$ cat config.mk
export PLATFORM = sky130hd
export DESIGN_NAME = display_scan_ctrl
export DESIGN_NICKNAME = d
export VERILOG_FILES = /design/src/rtl/display_pkg.sv /design/src/rtl/display_seg_decode.sv /design/src/rtl/display_scan_ctrl.sv
export SDC_FILE = /design/constraint.sdc
export NUM_CORES = 1
export LEC_CHECK = 0
export CAP_MARGIN = 20
export CORE_ASPECT_RATIO = 2
export CORE_UTILIZATION = 40
export DETAILED_ROUTE_END_ITERATION = 10
export GPL_TIMING_DRIVEN = 0
export MAX_ROUTING_LAYER = met4
export PLACE_DENSITY = 0.73
export SETUP_SLACK_MARGIN = 0.02
export SYNTH_ARGS = -nofsm -noshare
export SYNTH_HDL_FRONTEND = slang
export SYNTH_SLANG_ARGS = --single-unit
$ cat constraint.sdc
create_clock -name clk -period 2.4 [get_ports clk]
set_input_delay 0.36 -clock clk [delete_from_list [all_inputs] [get_ports clk]]
set_output_delay 0.36 -clock clk [all_outputs]
set_load 0.02 [all_outputs]
$ cat src/rtl/display_pkg.sv
// Shared constants and types for the 7-segment display blocks.
package display_pkg;

    localparam int unsigned DIGITS    = 8;
    localparam int unsigned NIB_W     = 4;
    localparam int unsigned SEG_W     = 7;
    localparam logic [6:0]  SEG_OFF   = 7'h7F;
    localparam logic [7:0]  ANODE_OFF = 8'hFF;

    // Active-low segments, bit0=a .. bit6=g, indexed by hex value.
    localparam logic [6:0] HEX_SEG [16] = '{
        7'h40, 7'h79, 7'h24, 7'h30, 7'h19, 7'h12, 7'h02, 7'h78,
        7'h00, 7'h10, 7'h08, 7'h03, 7'h46, 7'h21, 7'h06, 7'h0E
    };

    // Per-frame snapshot of the register-file outputs.
    typedef struct packed {
        logic [31:0] digits;
        logic [7:0]  point;
        logic [3:0]  brightness;
        logic [7:0]  blank;
    } frame_t;

    localparam frame_t FRAME_RST = '{
        digits:     32'h0,
        point:      8'hFF,
        brightness: 4'h0,
        blank:      8'h00
    };

endpackage

$ cat src/rtl/display_seg_decode.sv
// Combinational hex nibble to active-low 7-segment decoder.
module display_seg_decode
    import display_pkg::*;
(
    input  logic [3:0] hex,
    output logic [6:0] seg_c
);

    assign seg_c = HEX_SEG[hex];

endmodule

$ cat src/rtl/display_scan_ctrl.sv
// Time-multiplexed scan of eight 7-segment digits with frame latching,
// brightness PWM, guard time and leading-zero blanking.
module display_scan_ctrl
    import display_pkg::*;
#(
    parameter int unsigned DIV   = 1024,
    parameter int unsigned GUARD = 4
) (
    input  logic        clk,
    input  logic        reset,
    input  logic        en,
    input  logic [31:0] digits,
    input  logic [7:0]  point,
    input  logic [3:0]  brightness,
    input  logic        blank_lz,
    output logic [7:0]  anode,
    output logic [6:0]  seg,
    output logic        dp,
    output logic        frame_tick
);

    localparam int unsigned CW   = $clog2(DIV);
    localparam int unsigned STEP = DIV / 16;

    logic [CW-1:0] cnt;
    logic [2:0]    idx;
    frame_t        frame;

    logic          frame_start_c;
    logic          active_c;
    logic [CW:0]   on_end_c;
    logic [7:0]    blank_next_c;
    logic          run_c;
    logic [3:0]    cur_digit_c;
    logic [6:0]    cur_seg_c;

    assign frame_start_c = (cnt == '0) && (idx == 3'd0);

    // Slot prescaler and digit index.
    always_ff @(posedge clk) begin
        if (reset) begin
            cnt <= '0;
            idx <= 3'd0;
        end else if (cnt == CW'(DIV - 1)) begin
            cnt <= '0;
            idx <= idx + 3'd1;
        end else begin
            cnt <= cnt + CW'(1);
        end
    end

    // A digit is blanked only if it and every digit above it is zero with dp off.
    always_comb begin
        blank_next_c = '0;
        run_c        = blank_lz;
        for (int k = DIGITS - 1; k >= 1; k--) begin
            run_c           = run_c && (digits[k*NIB_W +: NIB_W] == 4'h0) && point[k];
            blank_next_c[k] = run_c;
        end
    end

    // Tear-free snapshot of the inputs at the start of each frame.
    always_ff @(posedge clk) begin
        if (reset) begin
            frame <= FRAME_RST;
        end else if (frame_start_c) begin
            frame <= '{
                digits:     digits,
                point:      point,
                brightness: brightness,
                blank:      blank_next_c
            };
        end
    end

    assign on_end_c = (CW+1)'({1'b0, frame.brightness} + 5'd1) * (CW+1)'(STEP);

    assign active_c = en
                   && ({1'b0, cnt} >= (CW+1)'(GUARD))
                   && ({1'b0, cnt} < on_end_c)
                   && !frame.blank[idx];

    assign cur_digit_c = frame.digits[{idx, 2'b00} +: NIB_W];

    display_seg_decode u_decode (
        .hex   (cur_digit_c),
        .seg_c (cur_seg_c)
    );

    // Registered pin drive; guard cycles keep anodes off across idx changes.
    always_ff @(posedge clk) begin
        if (reset) begin
            anode      <= ANODE_OFF;
            seg        <= SEG_OFF;
            dp         <= 1'b1;
            frame_tick <= 1'b0;
        end else begin
            frame_tick <= frame_start_c;
            if (active_c) begin
                anode <= ~(8'h01 << idx);
                seg   <= cur_seg_c;
                dp    <= frame.point[idx];
            end else begin
                anode <= ANODE_OFF;
                seg   <= SEG_OFF;
                dp    <= 1'b1;
            end
        end
    end

endmodule

==> results.yml <==
run_status:
  outcome: "complete, no violations"
min_path:
  min_to: "frame[38]"
  min_path_type: "reg -> reg"
  hold_path.startpoint: "frame[38]"
  whs_path_depth: 2
timing:
  hold_violations: 0
  min_period_over_period_pct: 94.96
  fmax_ghz: 0.4388
  rsz0062_at_grt: "true"
  setup_viol: 0
  fin_crit_ns: 2.279
  tns_ns: 0
  finalMaxSlewViolations: 0
  whs_ns: 0.4507
  setup_slack_ns: 0.1210
  skew_ns: 0.004855
  timing.slew.headroom_pct: 59.07
  worst_pin_slew_ns: 0.6084
critical_path:
  r2r_cells: 9
  slowest_stage: "mux4_2"
  cpMostUsedCell: "mux2_2"
  reg2reg_slack_ns: 0.12
  start_kind: "register"
  crit_type: "reg -> reg"
  path_cells: "buf_6 > mux4_2 > mux2_2 > clkinv_1 > ha_1 > inv_1 > mux2i_1 > mux2_2 > nand2_1"
  cp_max_fo: 7
  required_ns: 2.68
  cp.arrival_ns: 2.56
  max_stage_delay_ns: 0.50
  r2r_end: "seg[3]"
  rr_startpoint: "idx[1]"
  cp-end-kind: "register"
floorplanning:
  die_x_um: 69.53
  fp-row-count: 49
  die_h_um: 137.1
  design.die.area_mm2: 0.009530
  core_area_mm2: 0.008890
  ioPinCount: 65
  initial_utilization_pct: 41.04
detailed_routing:
  vias: 3172
  viasPerCell: 5.358
  wire_per_inst_um: 15.15
  first_iter_violations: 125
  drtAntennaViolNets: 0
  firstDrtPassIters: 4
  drc: 0
  routed_wl_um: 8971
power:
  peakVddDrop_mv: 0.4709
  power_leakage_nw: 1.882
  p_per_area_mw_per_mm2: 714.2
  p_sw_share_pct: 24.07
  pwr-share-seq_pct: 43.3
  clkPwrFrac_pct: 42.6
  intPower_mw: 2.592
  combPwrFrac_pct: 14.2
  p_sw_mw: 0.8217
clock_tree:
  clock_latency_ns: 0.34
  ctsHoldBuffers: 0
  cts_buffer_depth: 2
  cts.sinks: 81
  cts_max_level: 3
  numCtsBuffers: 9
  root_buffer: "clkbuf_16"
  clk_pin_slew_ns: 0.06
  cts_tree: "yes"
yosys:
  synth.net_count: 475
  ys_seq_elements: 81
  synthFlopType: "dfxtp_1"
  netlist_area_mm2: 0.003648
  synth_top_family_by_area: "simple AND/OR/NAND/NOR gates"
  synthTopCellsByCount: "110 x nand2_1, 81 x dfxtp_1, 45 x a21oi_1"
  yosysUniqueCellTypes: 41
  ys_top_cells_by_area: "dfxtp_1 44%, nand2_1 11%, a21oi_1 6.2%"
  synthXorXnorAreaFrac_pct: 2.641
  synth_warnings: 0
  yosys.area_share.simple_pct: 22.84
  synth_top_area_share_pct: 44.44
  yosysSeqAreaShare_pct: 44.44
  synth_edf_count: 0
  postSynthCellCount: 409
  synthArstFlopShare_pct: 0
  avgSynthCellArea_um2: 8.921
  synth_compound_area_share_pct: 8.333
  synthAdderAreaFrac_pct: 6.173
  synth.area.mux_share_pct: 11.59
  yosys.area.top_type: "dfxtp_1"
  synth.most_common_cell: "nand2_1"
global_route:
  grt_pass1_wl_um: 14610
  grt_pass1_vias: 3229
  grt_max_degree: 13
  overflow: 0
  grt_usage_pct: 20.61
  antenna_found_initial: 0
finish:
  nFillCells: 799
  drive_gt1_share_pct: 10.00
  antenna_cells: 0
  postLayoutCoreUtil_pct: 53.76
  area.growth.synth_to_final_pct: 31.00
  final_cell_area_mm2: 0.004780
  finalNetCount: 551
flow_run:
  cap_violations: 0
placement:
  port_buffers: 63
  hpwl_um: 6990
  dp_worst_setup_slack_ns: -0.08142
  placed_cell_area_mm2: 0.004407
  gp_congestion: 0.9046
[per-layer routing]
layer,track usage [%],up-vias,part of all wire (%)
met1,18.01,1487,35
li1,-,1555,-
met2,37.76,94,55
met3,3.535,36,3.5
met4,17.23,0,6.5
met5,-,-,0
[area by class of cell]
cell class	instances	area, um2	share of cell area, %
multi-input combinational	294	1893	39.61
sequential	81	1623	33.95
timing repair buffer	65	645.6	13.51
clock buffer	15	297.8	6.230
tap	102	127.6	2.670
buffer	22	117.6	2.461
inverter	12	45.04	0.9424
clock inverter	1	30.03	0.6283
[through the flow]
step / instances / power, mW
detailed placement: 574 / 1.974
CTS: 590 / 3.419
finish: 592 / 3.414
global route: 592 / 3.546
floorplan: 409 / 1.774
global placement: 574 / 1.953
[state kept, by name, indices dropped and copies added (netlist names)]
signal	flops
cnt	10
seg	7
idx	3
anode	8
frame	51
frame_tick	1
dp	1
[logic make-up (layout without fill, tap and decap cells)]
kind of cell / Yosys count / in the layout
mux: 25 / 25
flops: 81 / 81
fa+ha+maj: 18 / 18
buf+inv: 34 / 115
simple gates: 184 / 184
xor+xnor: 11 / 11
compound gates: 56 / 56
[worst max path at each step]
stage / startpoint / end
2_1_floorplan: idx[1] / seg[3]
3_3_place_gp: digits[31] / frame[1]
3_5_place_dp: digits[31] / frame[2]
4_1_cts: frame[8] / anode[2]
5_1_grt: idx[1] / seg[3]
6_report: idx[1] / seg[3]
[critical path: cells and delay by family, from the launching register on]
kind | cells | cell delay, ns
mux | 4 | 1.16
fa+ha+maj | 1 | 0.24
flops | 1 | 0.38
buf+inv | 3 | 0.38
simple gates | 1 | 0.06
[placed cells by master (no fill, tap or decap), types with 2 or more instances in the layout]
cell	synthesis	final
clkbuf_8	0	5
mux2_2	2	2
mux4_2	9	9
nor2b_1	2	2
buf_4	1	2
nor2_1	20	19
o21ai_0	2	2
dfxtp_1	81	80
clkbuf_2	0	4
ha_1	18	18
nand3b_1	8	8
mux2i_1	10	10
a21oi_1	45	45
xnor2_1	5	5
mux2i_4	2	2
buf_6	1	3
nand3_1	15	15
clkbuf_16	0	9
and4_1	2	2
clkdlybuf4s50_1	0	63
nand2b_1	3	3
mux4_1	2	2
clkbuf_1	15	12
buf_2	5	3
and2_1	3	3
nand4_1	5	5
and3_1	2	2
inv_1	10	10
o221ai_1	4	4
nand2_1	110	109
nor4_1	8	7
xor2_1	6	6
[power by group through the flow]
| stage | Combinational [mW] | Sequential [mW] | Clock, mW |
|---|---|---|---|
| final | 0.483 | 1.48 | 1.45 |
| after floorplan | 0.281 | 1.49 | 0 |
| after global routing | 0.535 | 1.48 | 1.53 |
| after CTS | 0.474 | 1.48 | 1.47 |
| after detailed placement | 0.468 | 1.51 | 0 |
| after global placement | 0.454 | 1.50 | 0 |
[repair_timing]
item                       in CTS  in global routing
setup endpoints to repair      17                 38
pin swaps                       0                  1
buffers inserted                0                  2
resized for setup               4                  9
No activity file was read; power rests on OpenSTA's default activity.
